--- src/rtl/pwm_duty_sequencer.sv ---
`default_nettype none
// ============================================================================
// Module      : pwm_duty_sequencer
// Description : PWM period counter with a handshake-loaded duty target that is
//               ramped in steps, updating duty only at period boundaries.
// Revision    : 1.0 - initial release
// ============================================================================
module pwm_duty_sequencer #(
    parameter int CNT_W    = 8,
    parameter int PERIOD   = 100,
    parameter int STEP_DIV = 4
) (
    input  logic             clk,
    input  logic             rst,
    input  logic             enable,
    input  logic             cfg_valid,
    output logic             cfg_ready,
    input  logic [CNT_W-1:0] cfg_target,
    input  logic [CNT_W-1:0] cfg_step,
    output logic             out,
    output logic [CNT_W-1:0] counter,
    output logic [CNT_W-1:0] duty,
    output logic             busy,
    output logic             period_tick
);

    localparam logic [CNT_W-1:0] c_LAST     = CNT_W'(PERIOD - 1);
    localparam logic [CNT_W-1:0] c_PERIOD   = CNT_W'(PERIOD);
    localparam int               c_DIV_W    = (STEP_DIV > 1) ? $clog2(STEP_DIV) : 1;
    localparam logic [c_DIV_W-1:0] c_DIV_LAST = c_DIV_W'(STEP_DIV - 1);

    typedef enum logic [1:0] {
        ST_IDLE = 2'd0,
        ST_RAMP = 2'd1,
        ST_HOLD = 2'd2
    } state_t;

    state_t             r_state;
    logic [CNT_W-1:0]   r_counter;
    logic [CNT_W-1:0]   r_duty;
    logic [CNT_W-1:0]   r_target;
    logic [CNT_W-1:0]   r_step;
    logic [c_DIV_W-1:0] r_div_cnt;

    logic               w_accept;
    logic               w_tick;
    logic [CNT_W-1:0]   w_tgt_clamped;
    logic [CNT_W-1:0]   w_step_eff;
    logic [CNT_W:0]     w_sum;
    logic [CNT_W:0]     w_tgt_plus_step;
    logic [CNT_W-1:0]   w_up;
    logic [CNT_W-1:0]   w_down;
    logic [CNT_W-1:0]   w_duty_next;

    assign w_tick    = enable && (r_counter == c_LAST);
    assign cfg_ready = !rst && (r_state != ST_RAMP);
    assign w_accept  = cfg_valid && cfg_ready;

    assign w_tgt_clamped = (cfg_target > c_PERIOD) ? c_PERIOD : cfg_target;
    assign w_step_eff    = (cfg_step == '0) ? CNT_W'(1) : cfg_step;

    // One extra bit so duty+step and target+step cannot wrap before comparison
    assign w_sum           = {1'b0, r_duty} + {1'b0, r_step};
    assign w_tgt_plus_step = {1'b0, r_target} + {1'b0, r_step};
    assign w_up            = (w_sum > {1'b0, r_target}) ? r_target : w_sum[CNT_W-1:0];
    assign w_down          = ({1'b0, r_duty} > w_tgt_plus_step) ? (r_duty - r_step) : r_target;
    assign w_duty_next     = (r_target > r_duty) ? w_up : w_down;

    always_ff @(posedge clk) begin
        if (rst) begin
            r_counter <= '0;
            r_duty    <= '0;
            r_target  <= '0;
            r_step    <= CNT_W'(1);
            r_div_cnt <= '0;
            r_state   <= ST_IDLE;
        end else begin
            if (!enable)
                r_counter <= '0;
            else if (r_counter == c_LAST)
                r_counter <= '0;
            else
                r_counter <= r_counter + CNT_W'(1);

            if (w_accept) begin
                r_target  <= w_tgt_clamped;
                r_step    <= w_step_eff;
                r_div_cnt <= '0;
                r_state   <= (w_tgt_clamped != r_duty) ? ST_RAMP : ST_HOLD;
            end else if ((r_state == ST_RAMP) && w_tick) begin
                if (r_div_cnt != c_DIV_LAST) begin
                    r_div_cnt <= r_div_cnt + c_DIV_W'(1);
                end else begin
                    r_div_cnt <= '0;
                    r_duty    <= w_duty_next;
                    if (w_duty_next == r_target)
                        r_state <= ST_HOLD;
                end
            end
        end
    end

    assign out         = enable && (r_counter < r_duty);
    assign counter     = r_counter;
    assign duty        = r_duty;
    assign busy        = (r_state == ST_RAMP);
    assign period_tick = w_tick;

endmodule
`default_nettype wire

--- config.mk ---
export PLATFORM = sky130hd
export DESIGN_NAME = pwm_duty_sequencer
export DESIGN_NICKNAME = d
export VERILOG_FILES = /design/src/rtl/pwm_duty_sequencer.sv
export SDC_FILE = /design/constraint.sdc
export NUM_CORES = 1
export LEC_CHECK = 0
export CAP_MARGIN = 20
export CORE_ASPECT_RATIO = 1.25
export CORE_UTILIZATION = 40
export CTS_BUF_LIST = sky130_fd_sc_hd__clkbuf_16
export DETAILED_ROUTE_END_ITERATION = 7
export GPL_ROUTABILITY_DRIVEN = 0
export SLEW_MARGIN = 10
export SYNTH_ARGS = -nofsm -noshare
export SYNTH_HDL_FRONTEND = slang
export SYNTH_SLANG_ARGS = --single-unit
--- constraint.sdc ---
create_clock -name clk -period 5.4 [get_ports clk]
set_clock_uncertainty 0.2 [all_clocks]
set_input_delay 1.08 -clock clk [delete_from_list [all_inputs] [get_ports clk]]
set_output_delay 1.08 -clock clk [all_outputs]
set_load 0.02 [all_outputs]
==> results.ini, run 1 <==
[final_layout]
areaGrowthSynthToFinish_pct=17.2
regArea_sq_um=721
multi_input_area_sq_um=2590
stdcell_count=582
n_fill_cell=810
layout-drive-gt1-share_pct=4.95
diodes=0
nets=544

[setup_path]
r2r-start=duty[0]
cp.required_ps=5360
critPathMaxStageDelay_ps=420
worstPathMaxFanout=10
cp.arrival_ps=4520
crit_buf_inv=0
r2r_slack_ps=840
endpoint_kind=register
start_kind=register
worst_r2r_path_depth=17
cp_slowest_cell=o31ai_1
timing.rr.end=r_state[0]
path_class=register to register
worst_path_dominant_cell_family=compound AO/OA/AOI/OAI gates
crit_chain=ha_1 -> fa_1 -> nor2b_1 -> o311a_1 -> nor2_1 -> o21ai_0 -> xnor2_1 -> ha_1 -> nand4_1 -> o21ai_0 -> o31ai_1 -> o2111ai_4 -> nor2_1 -> a211oi_1 -> o21a_1 -> o311ai_1 -> a21oi_1

[flow_run]
cap_violations=0

[synth]
synthCells=430
synthArstFlopShare_pct=0
synthAdderAreaFrac_pct=21.6
synthTopCellsByArea=dfxtp_1, ha_1, xnor2_1, a21oi_1, inv_1
ys.flop_type=dfxtp_1
synth_top_area_share_pct=20.4
ys_ff_latch=36
synth_compound_area_share_pct=24.8
syn-mean-instance-area_sq_um=8.20
yosys_warnings=0
synth-seq-area-share_pct=20.4
muxShareOfSynthArea_pct=0.568
synth-xor-area-share_pct=8.69
synth_top_family_by_area=compound AO/OA/AOI/OAI gates
synth_cell_types=66
synthSimpleGateAreaFrac_pct=17.9
syn_nets=509
synth_area_leader_cell=dfxtp_1
synth_edf_count=0
synth_area_sq_um=3530

[power_and_ir_drop]
p_per_area_nw_per_um2=205
ir_drop_mv=0.126
p_leak_nw=1.65

[global_routing]
grt_max_degree=28
grt-ovfl-total=0
grt_util_all_layers_pct=22.5
grt_pass1_wl_um=16100
antenna_found_initial=0
grt_pass1_vias=3186

[die]
io_pins=40
die_w_um=86.0
core-area_sq_um=8380
initial_core_util_pct=42.1
die_h_um=107
rows=37
die_area_sq_um=9200

[routing]
ant_nets=0
num_vias=3220
drtPass1Iterations=4
drc=0
routed_via_density=5.53
wire_per_inst_um=16.7
drt_iter0_markers=143
wl_um=9710

[placed_design]
dp_cells=575
dp_slack_ps=895
dpl.hpwl_um=7690
io_buffer_count=39

[clock_network]
clk_pin_slew_worst_paths_ps=60
post_cts_resized=0
cts_tree=built
clock_sinks=36
cts_setup_buffers=0
cts_buffer_depth=2
htree_levels=2
cts_root_buf=clkbuf_16
hold_buffers=0
cts_made_buffers=5
clk_latency_ps=280

[min_path]
min_to=r_state[0]
hold_class=register to register
hold_depth=2
hp-start=r_state[0]

[timing]
max_freq_mhz=219
fin_tns_setup_ps=0
hold_viol=0
setup_viol=0
drv_slew=0
maxSlewHeadroom_pct=27.9
worstMarginPinSlew_ps=1080
period_minus_slack_ps=4560
period_share_pct=84.4
hold_ws_ps=285
rsz0062_at_grt=no
fin_ws_ps=841

[run_status]
outcome=complete, no violations

-- final cells by class --
cell class              count  area share (%)
multi-input cells         346            62.7
well taps                 117            3.54
inverters                  35            3.18
repair buffers             41            9.80
clock inverters             2           0.303
flip-flops and latches     36            17.4
clock buffers               5            3.03
-- where the power goes --
part | internal, mW | leakage (nW) | switching [mW] | total [mW]
combinational | 0.115 | 1.30 | 0.157 | 0.272
sequential | 0.276 | 0.294 | 0.0150 | 0.291
clock | 0.168 | 0.0657 | 0.116 | 0.283
total | 0.559 | 1.65 | 0.288 | 0.847
-- worst register-to-register path, delay by kind of cell (launching register included) --
family          cells  cell delay [ps]
xor+xnor            1              290
flops               1              380
fa+ha+maj           3              990
compound gates      9             1980
simple gates        4              600
-- registers in the layout (all words and copies together) (netlist names) --
signal     flops
counter        8
duty           8
r_step         8
r_target       8
r_div_cnt      2
r_state        2
-- metal layers --
| layer | wire length [um] | vias to the layer above | GRT usage (%) |
|---|---|---|---|
| li1 | - | 1636 | - |
| met1 | 4500 | 1498 | 28.6 |
| met2 | 4710 | 69 | 38.7 |
| met3 | 337 | 17 | 3.46 |
| met4 | 164 | 0 | 7.26 |
| met5 | 0 | - | 0 |
-- cells in the final DEF, fill, tap and decap left out, types with 4 or more instances in the layout --
cell	instances
nand2_1	30
o21ai_0	19
xnor2_1	25
xor2_1	10
a21o_1	7
o211ai_1	7
nor3_1	11
clkdlybuf4s50_1	39
o31ai_1	14
nor2_1	30
o22ai_1	4
inv_1	32
nand3b_1	4
ha_1	56
o21bai_1	4
a21oi_1	33
nand3_1	18
clkbuf_16	5
dfxtp_1	36
o21a_1	4
nor2b_1	9
-- Yosys cell counts, types with 4 or more instances --
library cell,instances
ha_1,56
dfxtp_1,36
a21oi_1,33
inv_1,32
nand2_1,30
nor2_1,30
xnor2_1,25
o21ai_0,19
nand3_1,18
o31ai_1,14
nor3_1,11
xor2_1,10
nor2b_1,9
a21o_1,7
clkbuf_1,7
o211ai_1,7
nand3b_1,4
o21a_1,4
o21bai_1,4
o22ai_1,4
-- through the flow --
| step | instance area, sq um | total power, mW | util [%] |
|---|---|---|---|
| 3_3_place_gp | 4000 | 0.564 | 47.7 |
| 3_5_place_dp | 4000 | 0.565 | 47.7 |
| 5_1_grt | 4140 | 0.899 | 49.4 |
| 2_1_floorplan | 3530 | 0.493 | - |
| 6_report | 4140 | 0.847 | 49.4 |
| 4_1_cts | 4140 | 0.853 | 49.4 |
-- worst max-delay path by stage --
stage	start	endpoint	slack [ps]	depth (start not counted)
final	duty[0]	r_state[0]	840	17
after global routing	duty[0]	r_state[0]	550	17
after CTS	duty[0]	r_state[0]	880	17
after detailed placement	duty[0]	r_state[0]	890	17
after global placement	duty[0]	r_state[1]	1010	17
after floorplan	duty[0]	r_state[1]	1240	17
-- kinds of logic after synthesis --
| logic type | after synthesis |
|---|---|
| adders and majority gates | 59 |
| AOI/OAI and AO/OA | 125 |
| buffers and inverters | 48 |
| DFF | 36 |
| muxes | 2 |
| and+or+nand+nor | 125 |
| xor gates and xnor gates | 35 |
(Power assumes the default switching activity.)
==> run 2: changes to the inputs <==
clock period = 4.1 ns   (was 5.4 ns; I/O delays follow)
==> results.ini, run 2 (synthesized netlist as in run 1, its figures left out) <==
[timing]
period_share_pct=100  ; +16 points
worstMarginPinSlew_ps=1050  ; -26.3 ps
max_freq_mhz=244  ; +11%
rsz0062_at_grt=yes
hold_ws_ps=284  ; -1.44 ps
period_minus_slack_ps=4100  ; -458 ps
setup_viol=1  ; +1
maxSlewHeadroom_pct=29.7  ; +1.8 points
fin_tns_setup_ps=-1.03  ; -1.03 ps
drv_slew=0  ; unchanged
fin_ws_ps=-1.03  ; -842 ps
hold_viol=0  ; unchanged

[final_layout]
nets=578  ; +6.3%
layout-drive-gt1-share_pct=17.2  ; +12 points
final_core_util_pct=54.4  ; +5.0 points
final_cell_mix=ha_1, clkdlybuf4s50_1, buf_4
stdcell_area_sq_um=4560  ; +10%
mostFrequentLayoutCell=ha_1
areaGrowthSynthToFinish_pct=29.2
diodes=0  ; unchanged

[placed_design]
dpl.hpwl_um=8380  ; +9.0%
io_buffer_count=39  ; unchanged
place_area_sq_um=4200  ; +5.0%

[power_and_ir_drop]
switchingPower_mw=0.434  ; +51%
ir_drop_mv=0.173  ; +37%
p_per_area_nw_per_um2=284  ; +39%
power.internal_mw=0.860  ; +54%
pwr-share-comb_pct=35.5  ; +3.4 points
clkPwrFrac_pct=35.1  ; +1.6 points
p_leak_nw=1.89  ; +14%
power_mw=1.29  ; +53%
power_frac_seq_pct=29.4  ; -5.0 points
power.share.switching_pct=33.6  ; -0.49 points

[routing]
maxUsedRoutingLayer=met4
wl_met1_um=4870  ; +8.4%
ant_nets=0  ; unchanged
wl_um=10800  ; +11%
routed_via_density=5.56  ; +0.42%
wl_met3_um=409  ; +21%
num_vias=3428  ; +6.5%
wl_met2_um=5140  ; +9.2%
drtPass1Iterations=4  ; unchanged
wire_per_inst_um=17.5  ; +4.8%
drc=0  ; unchanged
drt_iter0_markers=179  ; +25%

[setup_path]
critPathMaxStageDelay_ps=390  ; -30 ps
cp_slowest_cell=o311a_1
worst_r2r_path_depth=17  ; unchanged
r2r-start=r_step[0]
worstPathMaxFanout=6  ; -4
timing.rr.end=r_state[1]
crit_chain=ha_4 -> fa_2 -> nor2b_4 -> o311a_1 -> nor2_1 -> o21ai_1 -> xnor2_1 -> ha_1 -> nand4_1 -> o31a_1 -> o31ai_4 -> o2111ai_4 -> nor2_2 -> a211oi_2 -> a21oi_2 -> nor3_1 -> o311a_1
cp.arrival_ps=4070  ; -450 ps
cp.required_ps=4070  ; -1290 ps
endpoint_kind=register
r2r_slack_ps=-1  ; -840 ps
crit_top_cell=o311a_1
path_class=register to register
start_kind=register

[global_routing]
grt_max_degree=28  ; unchanged
grt_pass1_wl_um=17300  ; +7.8%
grt_util_all_layers_pct=24.5  ; +2.0 points
grt-ovfl-total=0  ; unchanged
grt_pass1_vias=3321  ; +4.2%
antenna_found_initial=0  ; unchanged

[run_status]
violations=setup timing
outcome=finished, violations left

[die]
rows=37  ; unchanged
die_h_um=107  ; unchanged
die_area_sq_um=9200  ; unchanged
initial_core_util_pct=42.1  ; unchanged
io_pins=40  ; unchanged
die_w_um=86.0  ; unchanged
core-area_sq_um=8380  ; unchanged

[min_path]
hold_depth=2  ; unchanged
hp-start=r_state[0]
min_to=r_state[0]
hold_class=register to register

[clock_network]
hold_buffers=0  ; unchanged
cts_made_buffers=5  ; unchanged
clk_pin_slew_worst_paths_ps=60  ; about the same
cts_buffer_depth=2  ; unchanged
cts_root_buf=clkbuf_16
cts_tree=built
htree_levels=2  ; unchanged
clock_sinks=36  ; unchanged
clk_latency_ps=290  ; about the same

[flow_run]
cap_violations=0  ; unchanged

-- run 2: worst max-delay path by stage --
stage                     startpoint         end  slack, ps  cells past startpoint
after floorplan              duty[0]  r_state[1]         10                     17
after global placement     r_step[1]     duty[2]         50                     17
after detailed placement   r_step[1]     duty[2]        -30                     17
after CTS                  r_step[0]     duty[2]         30                     17
after global routing       r_step[3]  r_state[1]       -190                     16
final                      r_step[0]  r_state[1]         -1                     17
-- run 2: metal layers --
metal / up-vias / track usage [%]
met5: - / 0
met4: 0 / 9.05
met3: 22 / 3.23
met2: 92 / 41.6
met1: 1604 / 31.5
li1: 1710 / -
-- run 2: worst max-delay path, delay by kind of cell, from the launching register on --
family,cells,cell delay (ps)
compound gates,8,1700
fa+ha+maj,3,860
simple gates,5,720
flops,1,360
xor+xnor,1,160
-- run 2: timing repair --
| action | in CTS | in global routing |
|---|---|---|
| buffers inserted | 2 | 6 |
| resized for setup | 4 | 35 |
| pin swaps | 4 | 21 |
| setup endpoints to repair | 3 | 8 |
-- run 2: power groups by stage --
stage / Combinational, mW / Clock (mW) / Sequential (mW)
floorplan: 0.267 / 0 / 0.384
global placement: 0.388 / 0 / 0.386
detailed placement: 0.391 / 0 / 0.387
CTS: 0.402 / 0.457 / 0.379
global route: 0.501 / 0.478 / 0.382
finish: 0.460 / 0.455 / 0.380
-- run 2: stage by stage --
step / setup WS, ps / std cells
5_1_grt: -190 / 617
4_1_cts: 31.8 / 611
6_report: -1.03 / 617
3_5_place_dp: -32.9 / 601
2_1_floorplan: 12.0 / 430
3_3_place_gp: 49.8 / 601
-- run 2: layout make-up --
cell class,count,area [sq um]
inverter,35,134
sequential,36,728
timing repair buffer,75,667
clock buffer,5,125
clock inverter,3,42.5
multi-input combinational,346,2720
fill,802,3820
tap,117,146
